## src/rtl/psum_accumulator.sv

```systemverilog
// Saturating accumulator for signed PE partial products, one group of
// (i_acc_len+1) terms at a time, with a single-entry valid/ready result register.
module psum_accumulator #(
  parameter int PROD_W = 17,
  parameter int ACC_W  = 24,
  parameter int CNT_W  = 8
) (
  input  logic              i_clk,
  input  logic              i_rst_n,
  input  logic              i_valid,
  input  logic [PROD_W-1:0] i_prod,
  input  logic [CNT_W-1:0]  i_acc_len,
  input  logic              i_clear,
  output logic              o_in_ready,
  output logic [ACC_W-1:0]  o_sum,
  output logic              o_sat,
  output logic              o_valid,
  input  logic              i_ready,
  output logic              o_busy
);

  typedef enum logic [0:0] {
    S_IDLE = 1'b0,
    S_ACC  = 1'b1
  } state_t;

  // Returns {saturated, value}: ACC_W+1-bit add clamped to the ACC_W signed range.
  function automatic logic [ACC_W:0] sat_add(input logic [ACC_W-1:0] a,
                                             input logic [ACC_W:0]   b);
    logic [ACC_W:0] s;
    s = {a[ACC_W-1], a} + b;
    if (s[ACC_W] != s[ACC_W-1]) begin
      if (s[ACC_W]) begin
        sat_add = {1'b1, 1'b1, {(ACC_W-1){1'b0}}};
      end else begin
        sat_add = {1'b1, 1'b0, {(ACC_W-1){1'b1}}};
      end
    end else begin
      sat_add = {1'b0, s[ACC_W-1:0]};
    end
  endfunction

  state_t             r_state;
  logic [ACC_W-1:0]   r_acc;
  logic [CNT_W-1:0]   r_len;
  logic [CNT_W:0]     r_cnt;
  logic               r_sat_g;
  logic [ACC_W-1:0]   r_sum;
  logic               r_sat;
  logic               r_valid;

  state_t             w_state_nxt;
  logic [ACC_W-1:0]   w_acc_nxt;
  logic [CNT_W-1:0]   w_len_nxt;
  logic [CNT_W:0]     w_cnt_nxt;
  logic [CNT_W:0]     w_cnt_inc;
  logic               w_satg_nxt;
  logic               w_done;
  logic               w_in_ready;
  logic               w_fire;
  logic [ACC_W:0]     w_prod_ext;
  logic [ACC_W:0]     w_sat_res;

  assign w_in_ready = ~r_valid | i_ready;
  assign w_fire     = i_valid & w_in_ready & ~i_clear;
  assign w_prod_ext = {{(ACC_W+1-PROD_W){i_prod[PROD_W-1]}}, i_prod};
  assign w_sat_res  = sat_add(r_acc, w_prod_ext);

  // Next-state, accumulator and completion decode
  always_comb begin
    w_state_nxt = r_state;
    w_acc_nxt   = r_acc;
    w_len_nxt   = r_len;
    w_cnt_nxt   = r_cnt;
    w_cnt_inc   = r_cnt;
    w_satg_nxt  = r_sat_g;
    w_done      = 1'b0;
    if (i_clear) begin
      w_state_nxt = S_IDLE;
      w_cnt_nxt   = {(CNT_W+1){1'b0}};
    end else if (w_fire) begin
      case (r_state)
        S_ACC: begin
          w_acc_nxt  = w_sat_res[ACC_W-1:0];
          w_satg_nxt = r_sat_g | w_sat_res[ACC_W];
          w_cnt_inc  = r_cnt + {{CNT_W{1'b0}}, 1'b1};
        end
        default: begin
          w_acc_nxt  = w_prod_ext[ACC_W-1:0];
          w_len_nxt  = i_acc_len;
          w_satg_nxt = 1'b0;
          w_cnt_inc  = {{CNT_W{1'b0}}, 1'b1};
        end
      endcase
      // Compare at CNT_W+1 bits so a full 2^CNT_W-term group cannot wrap
      if (w_cnt_inc == ({1'b0, w_len_nxt} + {{CNT_W{1'b0}}, 1'b1})) begin
        w_done      = 1'b1;
        w_state_nxt = S_IDLE;
        w_cnt_nxt   = {(CNT_W+1){1'b0}};
      end else begin
        w_state_nxt = S_ACC;
        w_cnt_nxt   = w_cnt_inc;
      end
    end else begin
      w_state_nxt = r_state;
    end
  end

  // Group state and running accumulator
  always_ff @(posedge i_clk or negedge i_rst_n) begin
    if (!i_rst_n) begin
      r_state <= S_IDLE;
      r_acc   <= {ACC_W{1'b0}};
      r_len   <= {CNT_W{1'b0}};
      r_cnt   <= {(CNT_W+1){1'b0}};
      r_sat_g <= 1'b0;
    end else begin
      r_state <= w_state_nxt;
      r_acc   <= w_acc_nxt;
      r_len   <= w_len_nxt;
      r_cnt   <= w_cnt_nxt;
      r_sat_g <= w_satg_nxt;
    end
  end

  // Result register: a completion wins over a same-cycle drain
  always_ff @(posedge i_clk or negedge i_rst_n) begin
    if (!i_rst_n) begin
      r_sum   <= {ACC_W{1'b0}};
      r_sat   <= 1'b0;
      r_valid <= 1'b0;
    end else if (w_done) begin
      r_sum   <= w_acc_nxt;
      r_sat   <= w_satg_nxt;
      r_valid <= 1'b1;
    end else if (i_ready) begin
      r_valid <= 1'b0;
    end else begin
      r_valid <= r_valid;
    end
  end

  assign o_in_ready = w_in_ready;
  assign o_sum      = r_sum;
  assign o_sat      = r_sat;
  assign o_valid    = r_valid;
  assign o_busy     = (r_state == S_ACC);

endmodule

```

## config.mk

```make
export PLATFORM = sky130hd
export DESIGN_NAME = psum_accumulator
export DESIGN_NICKNAME = d
export VERILOG_FILES = /design/src/rtl/psum_accumulator.sv
export SDC_FILE = /design/constraint.sdc
export NUM_CORES = 1
export LEC_CHECK = 0
export ABC_AREA = 1
export ABC_CLOCK_PERIOD_IN_PS = 7450
export CAP_MARGIN = 10
export CORE_ASPECT_RATIO = 1.5
export CORE_MARGIN = 8
export CORE_UTILIZATION = 62
export CTS_CLUSTER_DIAMETER = 50
export DETAILED_ROUTE_END_ITERATION = 16
export PLACE_DENSITY = 0.9
export REMOVE_ABC_BUFFERS = 1
export SYNTH_ARGS = -nofsm -noshare
export SYNTH_HDL_FRONTEND = slang
export SYNTH_SLANG_ARGS = --single-unit
```

## constraint.sdc

```tcl
create_clock -name i_clk -period 7.45 [get_ports i_clk]
set_clock_uncertainty 0.15 [all_clocks]
set_input_delay 2.235 -clock i_clk [delete_from_list [all_inputs] [get_ports i_clk]]
set_output_delay 2.235 -clock i_clk [all_outputs]
set_load 0.01 [all_outputs]
```

-- Word-level counts from Yosys, hierarchy flattened
Index checks and enable logic that the tools add are counted.
- add/sub/neg operators: 3
- eq/ne operators: 2
- reductions and logical operators: 3
- mux-type cells: 25
- bitwise gates (word level): 6
- operators with widths (operator ; number):
    2-to-1 mux 24 bit ; 4
    2-to-1 mux 9 bit ; 6
    adder 24 x 17 -> 25 bit ; 1
    2-to-1 mux 25 bit ; 1
    2-to-1 mux 8 bit ; 3
    2-to-1 mux 1 bit ; 11
    adder 8 x 1 -> 9 bit (second input constant) ; 1
    adder 9 x 1 -> 9 bit (second input constant) ; 1
    equality test 9 bit ; 1
    nonzero test 2 bit ; 2
    AND 1 bit ; 2
    NOT 1 bit ; 2
    OR 1 bit ; 2
    AND reduction 2 bit ; 1
    inequality test 1 bit ; 1
- register bits after elaboration: 69
- word-level logic and storage cells: 47
- bits of input ports: 30

-- Depth between registers and ports, before layout
- depth in word-level cells: 12
- mapped depth: 19
- mapped depth without buffers: 19

-- Worst setup path before layout
Ideal clock, no wire load.
- kind: in2out
- from: input i_ready
- to: output o_in_ready
- path slack: 2696 ps
- cell stages on the path: 2
- arrival time: 2369 ps
- cells stage by stage: inv_1 -> nand2_1
- cells in the longest elaborated chain, start to end: 1
- ends and longest elaborated chain (element ; RTL line ; source):
    start: declaration ; 18 ; input logic i_ready,
    OR 1 bit ; 64 ; assign w_in_ready = ~r_valid | i_ready;
    end: declaration ; 14 ; output logic o_in_ready,
Every way passes these cells.

-- Worst setup path in the final report
Ends and elaborated chain as after synthesis.

==> flow_metrics.env <==
export IMPL_clk_pin_slew_worst_paths_ps=50
export IMPL_p_int_uw=887
export IMPL_period_minus_slack_ps=5760
export IMPL_power_per_cell_area_nw_per_um2=237
export IMPL_vias=5219
export IMPL_synth_top_family_by_area="simple AND/OR/NAND/NOR gates"
export IMPL_slowest_stage="clkdlybuf4s50_1"
export IMPL_drive_gt1_share_pct=7.65
export IMPL_worst_slew_pin_slew_ps=889
export IMPL_comb_power_share_pct=41.2
export IMPL_path_class="in2out"
export IMPL_cts_tree="done"
export IMPL_min_period_over_period_pct=77.3
export IMPL_die_w_um=90.9
export IMPL_dieArea_um2=11700
export IMPL_grt_pass1_vias=5293
export IMPL_status="finished clean"
export IMPL_path_common_cell="clkdlybuf4s50_1"
export IMPL_cts_root_buf="clkbuf_16"
export IMPL_p_leak_uw=0.00314
export IMPL_crit_path_start_kind="input pin"
export IMPL_synth_area_um2=5220
export IMPL_hold_viol=0
export IMPL_synthCells=777
export IMPL_drv_cap=0
export IMPL_path_max_fanout=3
export IMPL_clkSinkCount=69
export IMPL_holdBufCountCts=0
export IMPL_postCtsSetupBuffers=0
export IMPL_rsz0062_at_grt="no"
export IMPL_synth_fa_ha_area_share_pct=6.62
export IMPL_cp_cell_sequence="clkdlybuf4s50_1, inv_1, nand2_1, clkdlybuf4s50_1"
export IMPL_grt_max_degree=70
export IMPL_ctsHtreeMaxLevel=3
export IMPL_synth_seq_cells=69
export IMPL_max_stage_delay_ps=550
export IMPL_synthXorXnorAreaFrac_pct=2.68
export IMPL_wire_per_inst_um=15.3
export IMPL_required_ps=5070
export IMPL_swShare_pct=38.9
export IMPL_ant_nets=0
export IMPL_syn_mean_instance_area_um2=6.72
export IMPL_antenna_found_initial=0
export IMPL_clock_latency_ps=330
export IMPL_vias_per_cell=5.53
export IMPL_start_util_pct=62.8
export IMPL_dp_hpwl_um=10900
export IMPL_post_place_ws_ps=1690
export IMPL_relSlewSlack_pct=40.7
export IMPL_io_pins=58
export IMPL_peakVddDrop_mv=0.172
export IMPL_fin_util_pct=73.6
export IMPL_p_seq_share_pct=31.2
export IMPL_tns_ps=0
export IMPL_firstDrtPassIters=4
export IMPL_worst_path_dominant_cell_family="buffers and inverters"
export IMPL_nNetsFinal=889
export IMPL_antenna_cells=0
export IMPL_synth_compound_area_share_pct=11.1
export IMPL_drc=0
export IMPL_ys_top_cells_by_count="nand2_1 (298), inv_1 (85), dfrtp_1 (69)"
export IMPL_synthMuxAreaShare_pct=0
export IMPL_synth_seq_area_share_pct=33.1
export IMPL_yosys_top_cells_area="dfrtp_1 (33%), nand2_1 (21%), ha_1 (6.2%)"
export IMPL_worst_endpoint_arrival_ps=3370
export IMPL_cts_buffers=9
export IMPL_final_max_slew_viol_count=0
export IMPL_fmax_ghz=0.174
export IMPL_synth_edf_count=0
export IMPL_synth_top_flop_cell="dfrtp_1"
export IMPL_portBuffers=57
export IMPL_yosys_warnings=0
export IMPL_cts_resized=0
export IMPL_rows=41
export IMPL_postPlaceCellArea_um2=5830
export IMPL_synth_simple_area_share_pct=38.0
export IMPL_post_synth_top_area_cell="dfrtp_1"
export IMPL_area_delta_synth_final_pct=17.1
export IMPL_wl_um=14400
export IMPL_synth_most_common_cell="nand2_1"
export IMPL_synth_async_sr_flop_share_pct=100
export IMPL_stdcell_area_um2=6110
export IMPL_core_area_um2=8310
export IMPL_end_kind="output port"
export IMPL_setup_viol=0
export IMPL_drtIter0Drc=289
export IMPL_synth_cell_types=39
export IMPL_hold_class="reg2reg"
export IMPL_clockBufferDepth=2
export IMPL_critPathBufInv=3
export IMPL_grt_pass1_wl_um=23900
export IMPL_setup_ws_ps=1690
export IMPL_grt_overflow_total=0
export IMPL_die_h_um=128
export IMPL_gp_congestion=0.933
export IMPL_yosysTopAreaCellShare_pct=33.1
export IMPL_switchingPower_uw=565
export IMPL_clkPwrFrac_pct=27.6
export IMPL_grtUsageTotal_pct=25.2
cell usage in the layout (no fill, tap or decap), drive strengths merged:
master / count
nand3b: 2
a21oi: 31
a31oi: 1
clkinvlp: 2
nand2: 309
or2: 7
xnor2: 11
o21bai: 5
buf: 5
nor3b: 1
a2bb2oi: 4
ha: 26
nor2: 75
xor2: 5
o21ai: 44
clkinv: 1
nor3: 9
inv: 87
fa: 1
nand3: 51
clkdlybuf4s50: 56
o21a: 1
nand4: 12
clkbuf: 13
o22ai: 7
a22oi: 2
dfrtp: 69
power by group through the flow:
stage               registers (uW)  clock network (uW)  logic, uW
finish                         453                 401        598
global route                   457                 421        672
CTS                            452                 406        597
detailed placement             458                   0        591
global placement               455                   0        580
floorplan                      457                   0        425
final timing paths:
kind                               start          to  slack [ps]  depth (start not counted)
worst min register to register  o_sum[1]    o_sum[1]         330                          2
worst min-delay path            o_sum[1]    o_sum[1]         330                          2
worst max register to register    o_busy    o_sum[8]        3740                         13
worst max-delay path             i_ready  o_in_ready        1690                          4
max in group asynchronous        i_rst_n   r_acc[19]        4610                          2
min in group asynchronous        i_rst_n    r_acc[4]        1960                          2
sequential cells by signal (all words and copies together) (netlist names):
register and count:
o_sum 24, r_acc 24, r_cnt 9, r_len 8
o_busy 1, o_sat 1, o_valid 1, r_sat_g 1
final cells by class:
| cell class | count | area [um2] |
|---|---|---|
| clock buffer | 13 | 260 |
| clock inverter | 3 | 20.0 |
| fill | 671 | 2200 |
| inverter | 87 | 327 |
| multi-input combinational | 604 | 3050 |
| sequential | 69 | 1730 |
| tap | 107 | 134 |
| timing repair buffer | 61 | 596 |
worst register-to-register path, delay by kind of cell, from the launching register on:
| family | cells | cell delay [ps] |
|---|---|---|
| AOI/OAI and AO/OA | 2 | 350 |
| adders and majority gates | 1 | 230 |
| buffers and inverters | 2 | 750 |
| DFF | 1 | 350 |
| and+or+nand+nor | 8 | 1740 |
kinds of logic (layout without fill, tap and decap cells):
kind of cell,after synthesis,in the layout
AND/OR/NAND/NOR,466,466
buffers and inverters,104,164
AO/OA/AOI/OAI,95,95
flip-flops,69,69
adder cells (fa/ha/maj),27,27
XOR/XNOR,16,16
per-stage QoR:
step                      total power (uW)  std cells  hold WS [ps]
after floorplan                        881        760           303
after global placement                1040        928           312
after detailed placement              1050        928           315
after CTS                             1460        944           331
after global routing                  1550        944           357
final                                 1450        944           331
metal layers:
layer / part of all wire (%) / up-vias / track usage (%)
met4: 4.5 / 0 / 15.8
met1: 39 / 2456 / 26.3
met5: 0 / - / 0
met2: 53 / 127 / 46.4
li1: - / 2593 / -
met3: 3.7 / 43 / 3.67
Power figures use the tool's default switching activity.
